### src/rtl/div_pkg.sv
// rtl/div_pkg.sv - shared constants and state encoding for the sequential divider
package div_pkg;

  localparam int DIV_WIDTH   = 32;
  localparam int DIV_LATENCY = DIV_WIDTH + 3;
  localparam logic [DIV_WIDTH-1:0] DIV_ZERO_QUO = {DIV_WIDTH{1'b1}};

  typedef enum logic [2:0] {
    S_IDLE = 3'd0,
    S_LOAD = 3'd1,
    S_CALC = 3'd2,
    S_FIX  = 3'd3,
    S_DONE = 3'd4
  } div_state_t;

endpackage

### src/rtl/div_step.sv
// rtl/div_step.sv - one combinational restoring-division step on unsigned magnitudes
module div_step #(
  parameter int WIDTH = 32
) (
  input  logic [WIDTH-1:0] rem,
  input  logic [WIDTH-1:0] quo,
  input  logic [WIDTH-1:0] dmag,
  output logic [WIDTH-1:0] rem_nxt,
  output logic [WIDTH-1:0] quo_nxt
);

  logic [WIDTH:0] shifted;
  logic [WIDTH:0] diff;

  // rem < dmag on entry, so the extra bit of diff is a clean borrow flag
  assign shifted = {rem, quo[WIDTH-1]};
  assign diff    = shifted - {1'b0, dmag};
  assign rem_nxt = diff[WIDTH] ? shifted[WIDTH-1:0] : diff[WIDTH-1:0];
  assign quo_nxt = {quo[WIDTH-2:0], ~diff[WIDTH]};

endmodule

### src/rtl/div32_seq.sv
// rtl/div32_seq.sv - iterative signed divider, one restoring step per clock
// DIV32_ZERO_BYPASS_EN: a zero divisor skips the iterations (LOAD -> FIX).
module div32_seq
  import div_pkg::*;
#(
  parameter int WIDTH = DIV_WIDTH
) (
  input  logic             clk,
  input  logic             nRst,
  input  logic             start,
  input  logic [WIDTH-1:0] dividend,
  input  logic [WIDTH-1:0] divisor,
  output logic             busy,
  output logic             done,
  output logic [WIDTH-1:0] quotient,
  output logic [WIDTH-1:0] remainder,
  output logic             div_zero
);

  localparam int CW = $clog2(WIDTH) + 1;

  div_state_t       state, state_nxt;
  logic [WIDTH-1:0] dvd_r, dvs_r, rem_r, quo_r, dmag_r;
  logic [WIDTH-1:0] rem_step, quo_step, quo_fix, rem_fix;
  logic [CW-1:0]    cnt_r;
  logic             neg_q_r, neg_r_r, zero_r;
  logic             dvs_zero;

  assign dvs_zero = (dvs_r == '0);

  div_step #(.WIDTH(WIDTH)) u_step (
    .rem     (rem_r),
    .quo     (quo_r),
    .dmag    (dmag_r),
    .rem_nxt (rem_step),
    .quo_nxt (quo_step)
  );

  always_ff @(posedge clk or negedge nRst) begin
    if (!nRst) state <= S_IDLE;
    else       state <= state_nxt;
  end

  always_comb begin
    state_nxt = state;
    busy      = (state != S_IDLE);
    done      = (state == S_DONE);
    case (state)
      S_IDLE: if (start) state_nxt = S_LOAD;
`ifdef DIV32_ZERO_BYPASS_EN
      S_LOAD: state_nxt = dvs_zero ? S_FIX : S_CALC;
`else
      S_LOAD: state_nxt = S_CALC;
`endif
      S_CALC: if (cnt_r == CW'(1)) state_nxt = S_FIX;
      S_FIX:  state_nxt = S_DONE;
      S_DONE: state_nxt = S_IDLE;
      default: state_nxt = S_IDLE;
    endcase
  end

  // Magnitude negation wraps 0x80..0 onto itself, which reads correctly as unsigned 2^(WIDTH-1)
  always_comb begin
    quo_fix = zero_r ? {WIDTH{1'b1}} : (neg_q_r ? -quo_r : quo_r);
    rem_fix = zero_r ? dvd_r : (neg_r_r ? -rem_r : rem_r);
  end

  always_ff @(posedge clk or negedge nRst) begin
    if (!nRst) begin
      dvd_r     <= '0;
      dvs_r     <= '0;
      rem_r     <= '0;
      quo_r     <= '0;
      dmag_r    <= '0;
      cnt_r     <= '0;
      neg_q_r   <= 1'b0;
      neg_r_r   <= 1'b0;
      zero_r    <= 1'b0;
      quotient  <= '0;
      remainder <= '0;
      div_zero  <= 1'b0;
    end else begin
      case (state)
        S_IDLE: if (start) begin
          dvd_r   <= dividend;
          dvs_r   <= divisor;
          neg_r_r <= dividend[WIDTH-1];
          neg_q_r <= dividend[WIDTH-1] ^ divisor[WIDTH-1];
        end
        S_LOAD: begin
          rem_r  <= '0;
          quo_r  <= dvd_r[WIDTH-1] ? -dvd_r : dvd_r;
          dmag_r <= dvs_r[WIDTH-1] ? -dvs_r : dvs_r;
          cnt_r  <= CW'(WIDTH);
          zero_r <= dvs_zero;
        end
        S_CALC: begin
          rem_r <= rem_step;
          quo_r <= quo_step;
          cnt_r <= cnt_r - CW'(1);
        end
        S_FIX: begin
          quotient  <= quo_fix;
          remainder <= rem_fix;
          div_zero  <= zero_r;
        end
        default: ;
      endcase
    end
  end

endmodule

### config.mk
export PLATFORM = sky130hd
export DESIGN_NAME = div32_seq
export DESIGN_NICKNAME = d
export VERILOG_FILES = /design/src/rtl/div_pkg.sv /design/src/rtl/div_step.sv /design/src/rtl/div32_seq.sv
export SDC_FILE = /design/constraint.sdc
export NUM_CORES = 1
export LEC_CHECK = 0
export ABC_AREA = 0
export BUFFER_PORTS_ARGS = -buffer_cell sky130_fd_sc_hd__buf_2
export CELL_PAD_IN_SITES_DETAIL_PLACEMENT = 2
export CELL_PAD_IN_SITES_GLOBAL_PLACEMENT = 2
export CORE_ASPECT_RATIO = 1.75
export CORE_MARGIN = 1
export CORE_UTILIZATION = 38
export DETAILED_ROUTE_END_ITERATION = 8
export GPL_TIMING_DRIVEN = 0
export PLACE_DENSITY_LB_ADDON = 0.05
export SKIP_CTS_REPAIR_TIMING = 1
export SLEW_MARGIN = 25
export SYNTH_ARGS = -nofsm -noshare
export SYNTH_HDL_FRONTEND = slang
export SYNTH_SLANG_ARGS = --single-unit
export TNS_END_PERCENT = 5
### constraint.sdc
create_clock -name clk -period 3.5 [get_ports clk]
set_input_delay 0.7 -clock clk [delete_from_list [all_inputs] [get_ports clk]]
set_output_delay 0.7 -clock clk [all_outputs]
set_load 0.005 [all_outputs]
## Word level (Yosys, flattened, before mapping)

Cells that the tools add are included.

| word-level totals | value |
|---|---|
| bits of input ports | 67 |
| register bits | 237 |
| logic and storage cells | 47 |

| operators by class | value |
|---|---|
| bitwise gates (word level) | 2 |
| $add $sub $neg | 6 |
| reductions and logical operators | 6 |
| equal/unequal tests | 7 |
| multiplexer cells | 13 |

Operator list:

| kind | count |
|---|---|
| $mux 32 | 7 |
| $neg 32->32 | 4 |
| $pmux 32 s2 | 2 |
| $sub 33x32->33 | 1 |
| $logic_not 32->1 | 1 |
| $pmux 3 s4 | 1 |
| $pmux 6 s2 | 1 |
| $eq 3x2->1 const B | 2 |
| $eq 6x1->1 const B | 1 |
| $mux 3 | 2 |
| $sub 6x1->6 const B | 1 |
| $ne 2x2->1 const B | 2 |
| $reduce_and 2->1 | 2 |
| $eq 3x1->1 const B | 1 |
| $eq 3x3->1 const B | 1 |
| $logic_not 3->1 | 1 |
| $reduce_bool 3->1 | 1 |
| $reduce_bool 2->1 | 1 |
| $not 1->1 | 1 |
| $xor 1x1->1 | 1 |

## Depth between registers and ports, before layout

Gate-level depths: netlist of run 1.

| depth | value |
|---|---|
| depth in word-level cells | 3 |
| gate-level depth with buffers | 14 |
| mapped depth without buffers | 12 |

## Cells and area by module

From an unflattened synthesis of run 1, not the netlist that was laid out.

| unflattened totals | value |
|---|---|
| cell total of the unflattened synthesis | 1509 |
| area total of the unflattened synthesis | 14561.5 µm² |

By module, submodules not included:

| module | sequential area each (µm²) | cells an instance | area an instance (µm²) | times used |
|---|---|---|---|---|
| div32_seq | 5905.7 | 1173 | 11970.2 | 1 |
| div_step | 0.0 | 336 | 2591.2 | 1 |

## Worst setup path before layout of run 1

No wires, ideal clock.

| timing path | value |
|---|---|
| kind | register -> register |
| from | register quo_r[31] |
| to | register rem_r[14] |
| setup time | 0.133 ns |
| stages on the path, launching flop included | 15 |
| data required time | 3.367 ns |
| slack | 0.304 ns |
| buffers on the path | 2 |
| clock period less this slack | 3.196 ns |
| data arrival time | 3.063 ns |
| cell sequence | dfrtp_1 > inv_1 > ha_1 > fa_1 > nand2b_1 > a21oi_1 > o2111ai_1 > a41oi_1 > a31oi_1 > o21ai_0 > xnor2_1 > buf_2 > buf_2 > mux2i_1 > o21ai_0 |

| on the way | value |
|---|---|
| longest elaborated chain between the ends | 3 |

Ends and longest elaborated chain:

| what | line | source |
|---|---|---|
| from (decl) | div32_seq.sv:23 | `logic [WIDTH-1:0] dvd_r, dvs_r, rem_r, quo_r, dmag_r;` |
| from (signal assigned) | div32_seq.sv:92 | `quo_r <= dvd_r[WIDTH-1] ? -dvd_r : dvd_r;` |
| from (signal assigned) | div32_seq.sv:99 | `quo_r <= quo_step;` |
| $sub 33x32->33 | div_step.sv:17 | `assign diff = shifted - {1'b0, dmag};` |
| $mux 32 | div_step.sv:18 | `assign rem_nxt = diff[WIDTH] ? shifted[WIDTH-1:0] : diff[WIDTH-1:0];` |
| $pmux 32 s2 | div32_seq.sv:83 | `case (state)` |
| to (signal assigned) | div32_seq.sv:98 | `rem_r <= rem_step;` |
| to (decl) | div32_seq.sv:23 |  |

No other way between the ends.
A chain may end at the register's enable or synchronous reset.

## Worst setup path after layout of run 1

| timing path | value |
|---|---|
| from | register quo_r[31] |
| to | register rem_r[20] |

Same word-level chain as after synthesis.

==> results.sh, run 1 <==
export IMPL_diodes=0
export IMPL_path_max_fanout=10
export IMPL_synth_adder_area_share=0.0364
export IMPL_finalMaxSlewViolations=0
export IMPL_synth_ff_type="dfrtp_1"
export IMPL_ant_nets=0
export IMPL_cts_tree="built"
export IMPL_clock_skew_ns=0.0118
export IMPL_synth_cell_area_um2=13600
export IMPL_ys_seq_elements=236
export IMPL_antenna_found_initial=0
export IMPL_ctsHtreeMaxLevel=1
export IMPL_p_leak_nw=7.13
export IMPL_criticalPathCategory="reg -> reg"
export IMPL_p_per_area_nw_per_um2=1150
export IMPL_rows=91
export IMPL_crit_chain="inv_2 > ha_2 > fa_2 > nand2b_4 > a21oi_4 > o2111ai_2 > a41oi_2 > buf_4 > a31oi_4 > o21ai_2 > xnor2_1 > buf_6 > buf_8 > mux2i_1 > o21ai_0"
export IMPL_syn_avg_cell_area_um2=9.32
export IMPL_syn_nets=1567
export IMPL_cts_buffers=25
export IMPL_num_vias=11600
export IMPL_clock_sinks=236
export IMPL_fin_util=0.452
export IMPL_die_area_um2=36600
export IMPL_rsz0062_at_grt="no"
export IMPL_synth_mux_area_frac=0.0739
export IMPL_drv_cap=0
export IMPL_final_common_cell="dfrtp_1"
export IMPL_power_mw=18.3
export IMPL_drtIter0Drc=262
export IMPL_initial_core_util=0.386
export IMPL_firstDrtPassIters=4
export IMPL_dieWidth_um=145
export IMPL_synth_compound_area_frac=0.195
export IMPL_setup_viol=0
export IMPL_ys_seq_area_frac=0.434
export IMPL_layout_drive_gt1_share=0.175
export IMPL_yosys_area_share_simple=0.131
export IMPL_drt_total_wl_mm=45.8
export IMPL_finalHoldViolCount=0
export IMPL_final_instance_count_excl_fill=2108
export IMPL_status="finished clean"
export IMPL_worst_pin_slew_ns=0.915
export IMPL_fp_coreArea_um2=35300
export IMPL_syn2layout_area_growth_pct=17.2
export IMPL_grt_pass1_vias=13200
export IMPL_critPathMaxStageDelay_ns=0.43
export IMPL_fillCellCount=3964
export IMPL_synth_top_family_by_area="compound AO/OA/AOI/OAI gates"
export IMPL_drc=0
export IMPL_ios=134
export IMPL_cpMaxStageDelayCell="dfrtp_2"
export IMPL_grt_max_degree=90
export IMPL_avgRoutedWirePerCell_um=21.7
export IMPL_synth_xor_area_frac=0.0913
export IMPL_grt_use_total=0.255
export IMPL_cp_end_kind="flip-flop"
export IMPL_clkTransAtPathRegs_ns=0.07
export IMPL_worstSetupStartpointType="flip-flop"
export IMPL_finalCritPeriodShare=0.961
export IMPL_dp_cells=2061
export IMPL_fmax_mhz=297
export IMPL_dp_hpwl_mm=36.5
export IMPL_min_delay_path_class="in -> async"
export IMPL_vias_per_cell=5.50
export IMPL_port_buffer_count=133
export IMPL_path_buf_inv=4
export IMPL_irDropWorstVdd_mv=0.457
export IMPL_nets=1730
export IMPL_worst_ep_required_time_ns=3.91
export IMPL_post_synth_inst_count=1461
export IMPL_slew_headroom=0.390
export IMPL_cts_path_max_buffers=3
export IMPL_yosysUniqueCellTypes=64
export IMPL_die_y_um=252
export IMPL_synth_edf_count=0
export IMPL_cp_arrival_ns=3.78
export IMPL_post_route_min_period_ns=3.36
export IMPL_grt_overflow_total=0
export IMPL_layout_common_cells="235 x dfrtp_1, 191 x o21ai_0, 162 x nand2_1"
export IMPL_critPathTopFamily="compound AO/OA/AOI/OAI gates"
export IMPL_place_congestion=0.849
export IMPL_cts_root_buf="clkbuf_16"
export IMPL_grt_pass1_wl_mm=72.6
export IMPL_fin_worst_hold_slack_ns=0.100
export IMPL_synthArstFlopShare=1.00
export IMPL_insertion_delay_ns=0.56
export IMPL_yosys_warnings=0
logic make-up (layout without fill, tap and decap cells):
logic type               after synthesis  count (layout)
flip-flops                           236             236
AND/OR/NAND/NOR                      380             380
AO/OA/AOI/OAI                        434             434
multiplexers                          93              93
buffers and inverters                137             319
XOR/XNOR                             142             142
adder cells (fa/ha/maj)               39              39
area by class of cell:
type	count	area, um2	area share
clock inverter	13	129	0.00808
buffer	78	333	0.0209
timing repair buffer	138	753	0.0472
tap	465	582	0.0365
multi-input combinational	1088	7320	0.459
inverter	57	214	0.0134
clock buffer	33	716	0.0449
sequential	236	5910	0.370
routing by layer:
layer | global-route usage | routed length [um] | up-vias
li1 | - | - | 5530
met1 | 0.245 | 15800 | 5795
met2 | 0.536 | 27000 | 185
met3 | 0.0211 | 1080 | 91
met4 | 0.113 | 1870 | 0
met5 | 0 | 0 | -
per-stage QoR:
stage	area [um2]	TNS, ns	worst slack, ns
after floorplan	13600	0	0.304
after global placement	14900	-656.36	-2.66
after detailed placement	14900	-38.36	-1.29
after CTS	15800	-39.58	-1.33
after global routing	16000	0	0.00350
final	16000	0	0.135
power by group:
group	internal, mW	switching [mW]
Sequential	4.01	1.52
Combinational	4.19	5.82
Clock	1.59	1.18
sequential cells by signal, indices dropped and copies added (netlist names), 3 cells and up:
name and flops:
quo_r 32, dmag_r 32, state 3, quotient 32, dvd_r 32, remainder 32, rem_r 32, cnt_r 6
dvs_r 32
worst paths after layout:
kind                       startpoint     endpoint  slack [ns]  cells after the start
hold reg to reg             dmag_r[5]    dmag_r[5]        0.48                      2
max in group asynchronous        nRst    quo_r[31]        2.52                      2
hold / removal                   nRst  quotient[8]        0.10                      1
min in group clk           divisor[1]     dvs_r[1]        0.36                      3
setup / recovery            quo_r[31]    rem_r[20]        0.14                     15
setup reg to reg            quo_r[31]    rem_r[20]        0.14                     15
cell usage after synthesis, types with 8 or more instances:
master / number / area, um2
o31ai_1: 34 / 255
inv_1: 57 / 214
o41ai_1: 17 / 149
mux2i_1: 33 / 330
or4_1: 16 / 120
nand2_1: 162 / 608
ha_1: 38 / 475
nor3_1: 14 / 70.1
a31oi_1: 14 / 87.6
a21o_1: 10 / 75.1
nand3_1: 14 / 70.1
a22oi_1: 30 / 225
a21oi_1: 78 / 390
xor2_1: 107 / 937
nand2b_1: 11 / 68.8
nor2b_1: 8 / 50.1
clkbuf_1: 72 / 270
mux2_2: 60 / 676
dfrtp_1: 236 / 5910
or3_1: 14 / 87.6
xnor2_1: 35 / 307
a32oi_1: 9 / 78.8
o21ai_0: 196 / 981
nor2_1: 95 / 357
(Power assumes the default switching activity.)
==> inputs of run 2 (changes only) <==
- CORE_UTILIZATION: 38 -> 39
- SYNTH_HIERARCHICAL: unset -> 1
- clock period: 3.5 -> 3.2 ns (I/O delays scaled with it)
==> results.sh, run 2 <==
export IMPL_status="complete, but fails checks"
export IMPL_violations="negative setup slack"
export IMPL_drtIter0Drc=289
export IMPL_synth_cell_area_um2=14600
export IMPL_ios=134
export IMPL_fin_ws_ns=-0.696
export IMPL_fin_util=0.465
export IMPL_clock_sinks=236
export IMPL_worst_ep_required_time_ns=3.64
export IMPL_die_y_um=258
export IMPL_yosysMostFrequentCell="dfrtp_1"
export IMPL_grt_max_degree=70
export IMPL_p_per_area_nw_per_um2=1340
export IMPL_rsz0062_at_grt="yes"
export IMPL_seqPwrFrac=0.276
export IMPL_grt_pass1_vias=14100
export IMPL_avgRoutedWirePerCell_um=24.1
export IMPL_synth_ff_type="dfrtp_1"
export IMPL_ctsHtreeMaxLevel=1
export IMPL_rows=93
export IMPL_criticalPathCategory="reg -> reg"
export IMPL_die_area_um2=38100
export IMPL_finalMaxSlewViolations=0
export IMPL_initial_core_util=0.396
export IMPL_diodes=0
export IMPL_layout_common_cells="235 x dfrtp_1, 135 x buf_2, 134 x o21ai_0"
export IMPL_p_int_mw=12.5
export IMPL_min_delay_path_class="in -> reg"
export IMPL_ff_latch_area_um2=5910
export IMPL_finalCritPeriodShare=1.22
export IMPL_port_buffer_count=133
export IMPL_cts_path_max_buffers=3
export IMPL_layout_drive_gt1_share=0.219
export IMPL_r2r_end="rem_r[25]"
export IMPL_cp_end_kind="flip-flop"
export IMPL_syn2layout_area_growth_pct=17.3
export IMPL_finalHoldViolCount=0
export IMPL_p_leak_nw=7.46
export IMPL_grt_pass1_wl_mm=81.1
export IMPL_place_congestion=0.874
export IMPL_path_max_fanout=8
export IMPL_fmax_mhz=257
export IMPL_synth_area_top_cells="dfrtp_1 41%, xor2_1 5.7%, mux2_2 4.9%, o21ai_0 4.7%, ha_1 3.3%"
export IMPL_yosys_warnings=6
export IMPL_clockPowerShare=0.140
export IMPL_hold_start="dividend[27]"
export IMPL_drt_total_wl_mm=52.5
export IMPL_worst_pin_slew_ns=1.07
export IMPL_grt_overflow_total=0
export IMPL_vias_per_cell=5.70
export IMPL_syn_avg_cell_area_um2=9.65
export IMPL_hold_end="dvd_r[27]"
export IMPL_worstSetupStartpointType="flip-flop"
export IMPL_num_vias=12400
export IMPL_min_path_cells=3
export IMPL_drc=0
export IMPL_cts_tree="built"
export IMPL_dp_slack_ns=-1.20
export IMPL_switchingPower_mw=10.3
export IMPL_dp_hpwl_mm=41.5
export IMPL_drv_cap=0
export IMPL_slew_headroom=0.288
export IMPL_yosys_area_top_type_share=0.406
export IMPL_worstReg2RegStart="quo_r[31]"
export IMPL_post_route_min_period_ns=3.90
export IMPL_grt_use_total=0.279
export IMPL_irDropWorstVdd_mv=0.500
export IMPL_clkTransAtPathRegs_ns=0.07
export IMPL_clock_skew_ns=0.0133
export IMPL_cts_root_buf="clkbuf_16"
export IMPL_dieWidth_um=148
export IMPL_pwr_share_comb=0.584
export IMPL_power_mw=22.8
export IMPL_ys_seq_area_frac=0.406
export IMPL_synth_edf_count=0
export IMPL_yosys_top_cells_count="236 x dfrtp_1, 137 x o21ai_0, 111 x nand2_1"
export IMPL_fillCellCount=4018
export IMPL_cts_buffers=26
export IMPL_yosysUniqueCellTypes=93
export IMPL_synthArstFlopShare=1.00
export IMPL_synth_top_cell_by_area="dfrtp_1"
export IMPL_r2r_worst_path_cells=16
export IMPL_antenna_found_initial=0
export IMPL_ant_nets=0
export IMPL_insertion_delay_ns=0.56
export IMPL_post_synth_inst_count=1509
export IMPL_fp_coreArea_um2=36800
export IMPL_syn_nets=1615
export IMPL_setup_viol=46
export IMPL_final_common_cell="dfrtp_1"
export IMPL_multi_input_area_um2=7900
export IMPL_nets=1791
export IMPL_ys_seq_elements=236
export IMPL_r2r_slack_ns=-0.70
export IMPL_switching_share=0.451
export IMPL_firstDrtPassIters=5
export IMPL_cp_arrival_ns=4.33
run 2: cell type report:
type,instances,share of cell area
multi-input combinational,1104,0.462
inverter,51,0.0122
buffer,118,0.0401
timing repair buffer,148,0.0531
clock inverter,7,0.00806
clock buffer,37,0.0435
tap,475,0.0348
sequential,236,0.346
run 2: cells by family after synthesis:
group                    after synthesis  synth area share
AO/OA/AOI/OAI                        443             0.202
AND/OR/NAND/NOR                      394             0.139
flip-flops                           236             0.406
buffers and inverters                169            0.0607
XOR/XNOR                             125            0.0752
multiplexers                         103            0.0837
adder cells (fa/ha/maj)               39            0.0340
run 2: worst max path at each step:
stage	from	endpoint	slack [ns]
floorplan	quo_r[31]	rem_r[16]	-0.10
global placement	nRst	dvs_r[30]	-2.86
detailed placement	quo_r[31]	rem_r[30]	-1.20
CTS	quo_r[31]	rem_r[30]	-1.23
global route	quo_r[31]	rem_r[24]	-0.74
finish	quo_r[31]	rem_r[25]	-0.70
run 2: per-layer routing:
| metal | track usage | up-vias | routed length (um) |
|---|---|---|---|
| met4 | 0.137 | 0 | 2790 |
| met3 | 0.0189 | 104 | 1210 |
| li1 | - | 5824 | - |
| met5 | 0 | - | 0 |
| met2 | 0.581 | 236 | 31000 |
| met1 | 0.265 | 6239 | 17500 |
run 2: metrics by stage:
| step | cells | instance area, um2 | TNS, ns | hold slack [ns] |
|---|---|---|---|---|
| 6_report | 2176 | 17100 | -20.26 | 0.295 |
| 5_1_grt | 2176 | 17100 | -25.71 | 0.307 |
| 4_1_cts | 2165 | 16900 | -41.29 | -0.0344 |
| 3_5_place_dp | 2121 | 16000 | -39.49 | 0.472 |
| 3_3_place_gp | 2117 | 15900 | -707.22 | 0.461 |
| 2_1_floorplan | 1509 | 14600 | -1.89 | 0.344 |
run 2: power groups by stage:
stage / Clock [mW] / Combinational, mW / Sequential, mW
2_1_floorplan: 0 / 9.25 / 5.66
3_3_place_gp: 0 / 12.2 / 6.24
3_5_place_dp: 0 / 12.7 / 6.35
4_1_cts: 3.26 / 12.8 / 6.31
5_1_grt: 3.33 / 14.6 / 6.52
6_report: 3.18 / 13.3 / 6.30
run 2: critical path, cell delays in order (launching register included):
cell and delay (ns):
dfrtp_2 0.51, inv_2 0.08, ha_4 0.17, fa_2 0.34, and2b_2 0.26, o2111ai_4 0.14
a21oi_4 0.26, o2111ai_4 0.21, a211oi_2 0.34, nor2_4 0.11, mux2i_4 0.26, and2_4 0.21
buf_12 0.14, inv_16 0.05, clkbuf_16 0.16, mux2_4 0.29, a22o_1 0.20
==> inputs of run 3 (changes only) <==
- clock period: 3.2 -> 3.8 ns (I/O delays scaled with it)
==> results.sh, run 3 (synthesis results as in run 2) <==
export IMPL_cts_path_max_buffers=3
export IMPL_finalCritPeriodShare=1.01
export IMPL_dp_slack_ns=-0.836
export IMPL_nets=1793
export IMPL_r2r_slack_ns=-0.04
export IMPL_path_max_fanout=8
export IMPL_layout_drive_gt1_share=0.219
export IMPL_antenna_found_initial=0
export IMPL_fin_util=0.460
export IMPL_insertion_delay_ns=0.57
export IMPL_grt_pass1_wl_mm=80.3
export IMPL_finalHoldViolCount=0
export IMPL_finalMaxSlewViolations=0
export IMPL_criticalPathCategory="reg -> reg"
export IMPL_vias_per_cell=5.76
export IMPL_clkTransAtPathRegs_ns=0.06
export IMPL_ios=134
export IMPL_p_per_area_nw_per_um2=1120
export IMPL_switching_share=0.456
export IMPL_p_int_mw=10.3
export IMPL_clockPowerShare=0.131
export IMPL_slew_headroom=0.271
export IMPL_status="complete, but fails checks"
export IMPL_diodes=0
export IMPL_clock_skew_ns=0.0244
export IMPL_layout_common_cells="235 x dfrtp_1, 136 x o21ai_0, 135 x buf_2"
export IMPL_final_common_cell="dfrtp_1"
export IMPL_cts_root_buf="clkbuf_16"
export IMPL_num_vias=12500
export IMPL_rows=93
export IMPL_syn2layout_area_growth_pct=16.3
export IMPL_grt_use_total=0.277
export IMPL_violations="negative setup slack"
export IMPL_place_congestion=0.878
export IMPL_irDropWorstVdd_mv=0.451
export IMPL_path_buf_inv=3
export IMPL_pwr_share_comb=0.587
export IMPL_dp_hpwl_mm=41.2
export IMPL_cpMaxStageDelayCell="dfrtp_2"
export IMPL_port_buffer_count=133
export IMPL_clock_sinks=236
export IMPL_worst_pin_slew_ns=1.09
export IMPL_worstSetupStartpointType="flip-flop"
export IMPL_fp_coreArea_um2=36800
export IMPL_worst_ep_required_time_ns=4.23
export IMPL_cts_tree="built"
export IMPL_drc=0
export IMPL_p_leak_nw=7.42
export IMPL_rsz0062_at_grt="yes"
export IMPL_grt_pass1_vias=13800
export IMPL_critPathMaxStageDelay_ns=0.51
export IMPL_drt_total_wl_mm=52.6
export IMPL_post_route_min_period_ns=3.84
export IMPL_dieWidth_um=148
export IMPL_crit_chain="inv_2 > ha_4 > fa_2 > and2b_1 > o2111ai_2 > a21oi_4 > o2111ai_4 > a211oi_2 > nor2_4 > mux2i_4 > and2_4 > inv_16 > buf_12 > mux2_4 > a22o_1"
export IMPL_cts_buffers=26
export IMPL_ant_nets=0
export IMPL_cp_arrival_ns=4.28
export IMPL_seqPwrFrac=0.281
export IMPL_drv_cap=0
export IMPL_grt_overflow_total=0
export IMPL_fin_ws_ns=-0.0430
export IMPL_initial_core_util=0.396
export IMPL_firstDrtPassIters=4
export IMPL_die_y_um=258
export IMPL_switchingPower_mw=8.63
export IMPL_min_delay_path_class="in -> async"
export IMPL_die_area_um2=38100
export IMPL_critPathTopFamily="compound AO/OA/AOI/OAI gates"
export IMPL_avgRoutedWirePerCell_um=24.2
export IMPL_cp_end_kind="flip-flop"
export IMPL_ctsHtreeMaxLevel=1
export IMPL_grt_max_degree=91
export IMPL_fmax_mhz=260
export IMPL_drtIter0Drc=324
export IMPL_fin_tns_setup_ns=-0.544
export IMPL_setup_viol=18
==> run 3: cell types whose count changed in the layout (fill, tap and decap cells not counted), moves of 2 or more <==
cell	previous run	this run
buf_4	42	49
bufinv_16	4	1
clkbuf_1	70	68
clkbuf_16	30	28
clkbuf_8	3	6
ha_1	34	37
ha_4	4	1
o21ai_0	134	136
o21ai_1	4	2
==> run 3: power groups by stage <==
| stage | combinational, mW | clock (mW) | sequential (mW) |
|---|---|---|---|
| floorplan | 7.74 | 0 | 4.76 |
| detailed placement | 10.6 | 0 | 5.34 |
| global route | 12.1 | 2.61 | 5.50 |
| CTS | 10.7 | 2.55 | 5.31 |
| finish | 11.1 | 2.49 | 5.32 |
| global placement | 10.2 | 0 | 5.26 |
==> run 3: layout make-up <==
type	count	area, um2
plain buffers	117	667
clock buffers	38	756
clock inverters	4	58.8
fillers	4085	19800
inverters	51	208
multi-input cells	1104	7850
flip-flops and latches	236	5910
well taps	475	594
repair buffers	151	886
==> run 3: metal layers <==
| layer | up-vias | routed length, um | global-route usage | share of wire |
|---|---|---|---|---|
| met5 | - | 0 | 0 | 0 |
| met4 | 0 | 3130 | 0.157 | 0.059 |
| met3 | 120 | 1460 | 0.0277 | 0.028 |
| met2 | 261 | 30500 | 0.561 | 0.58 |
| met1 | 6305 | 17500 | 0.263 | 0.33 |
| li1 | 5839 | - | - | - |
==> run 3: metrics by stage <==
step                std cells  cell area [um2]  total power, mW  hold slack [ns]
floorplan                1509            14600             12.5            0.442
global placement         2117            15800             15.5            0.460
detailed placement       2119            15900             16.0            0.471
CTS                      2161            16700             18.6            0.149
global route             2176            16900             20.2            0.190
finish                   2176            16900             18.9            0.151
==> run 3: worst paths after layout <==
path | start | to | cells after the start
min reg2reg | cnt_r[5] | cnt_r[5] | 1
max | quo_r[31] | rem_r[30] | 15
max in group asynchronous | nRst | dvs_r[29] | 2
max reg2reg | quo_r[31] | rem_r[30] | 15
min in group clk | dividend[1] | dvd_r[1] | 3
min | nRst | quotient[6] | 1
==> run 3: worst register-to-register path, delay by kind of cell, from the launching register on <==
kind	cells	cell delay (ns)
multiplexers	2	0.54
buffers and inverters	3	0.32
flip-flops	1	0.51
adder cells (fa/ha/maj)	2	0.55
AND/OR/NAND/NOR	3	0.66
AO/OA/AOI/OAI	5	1.14
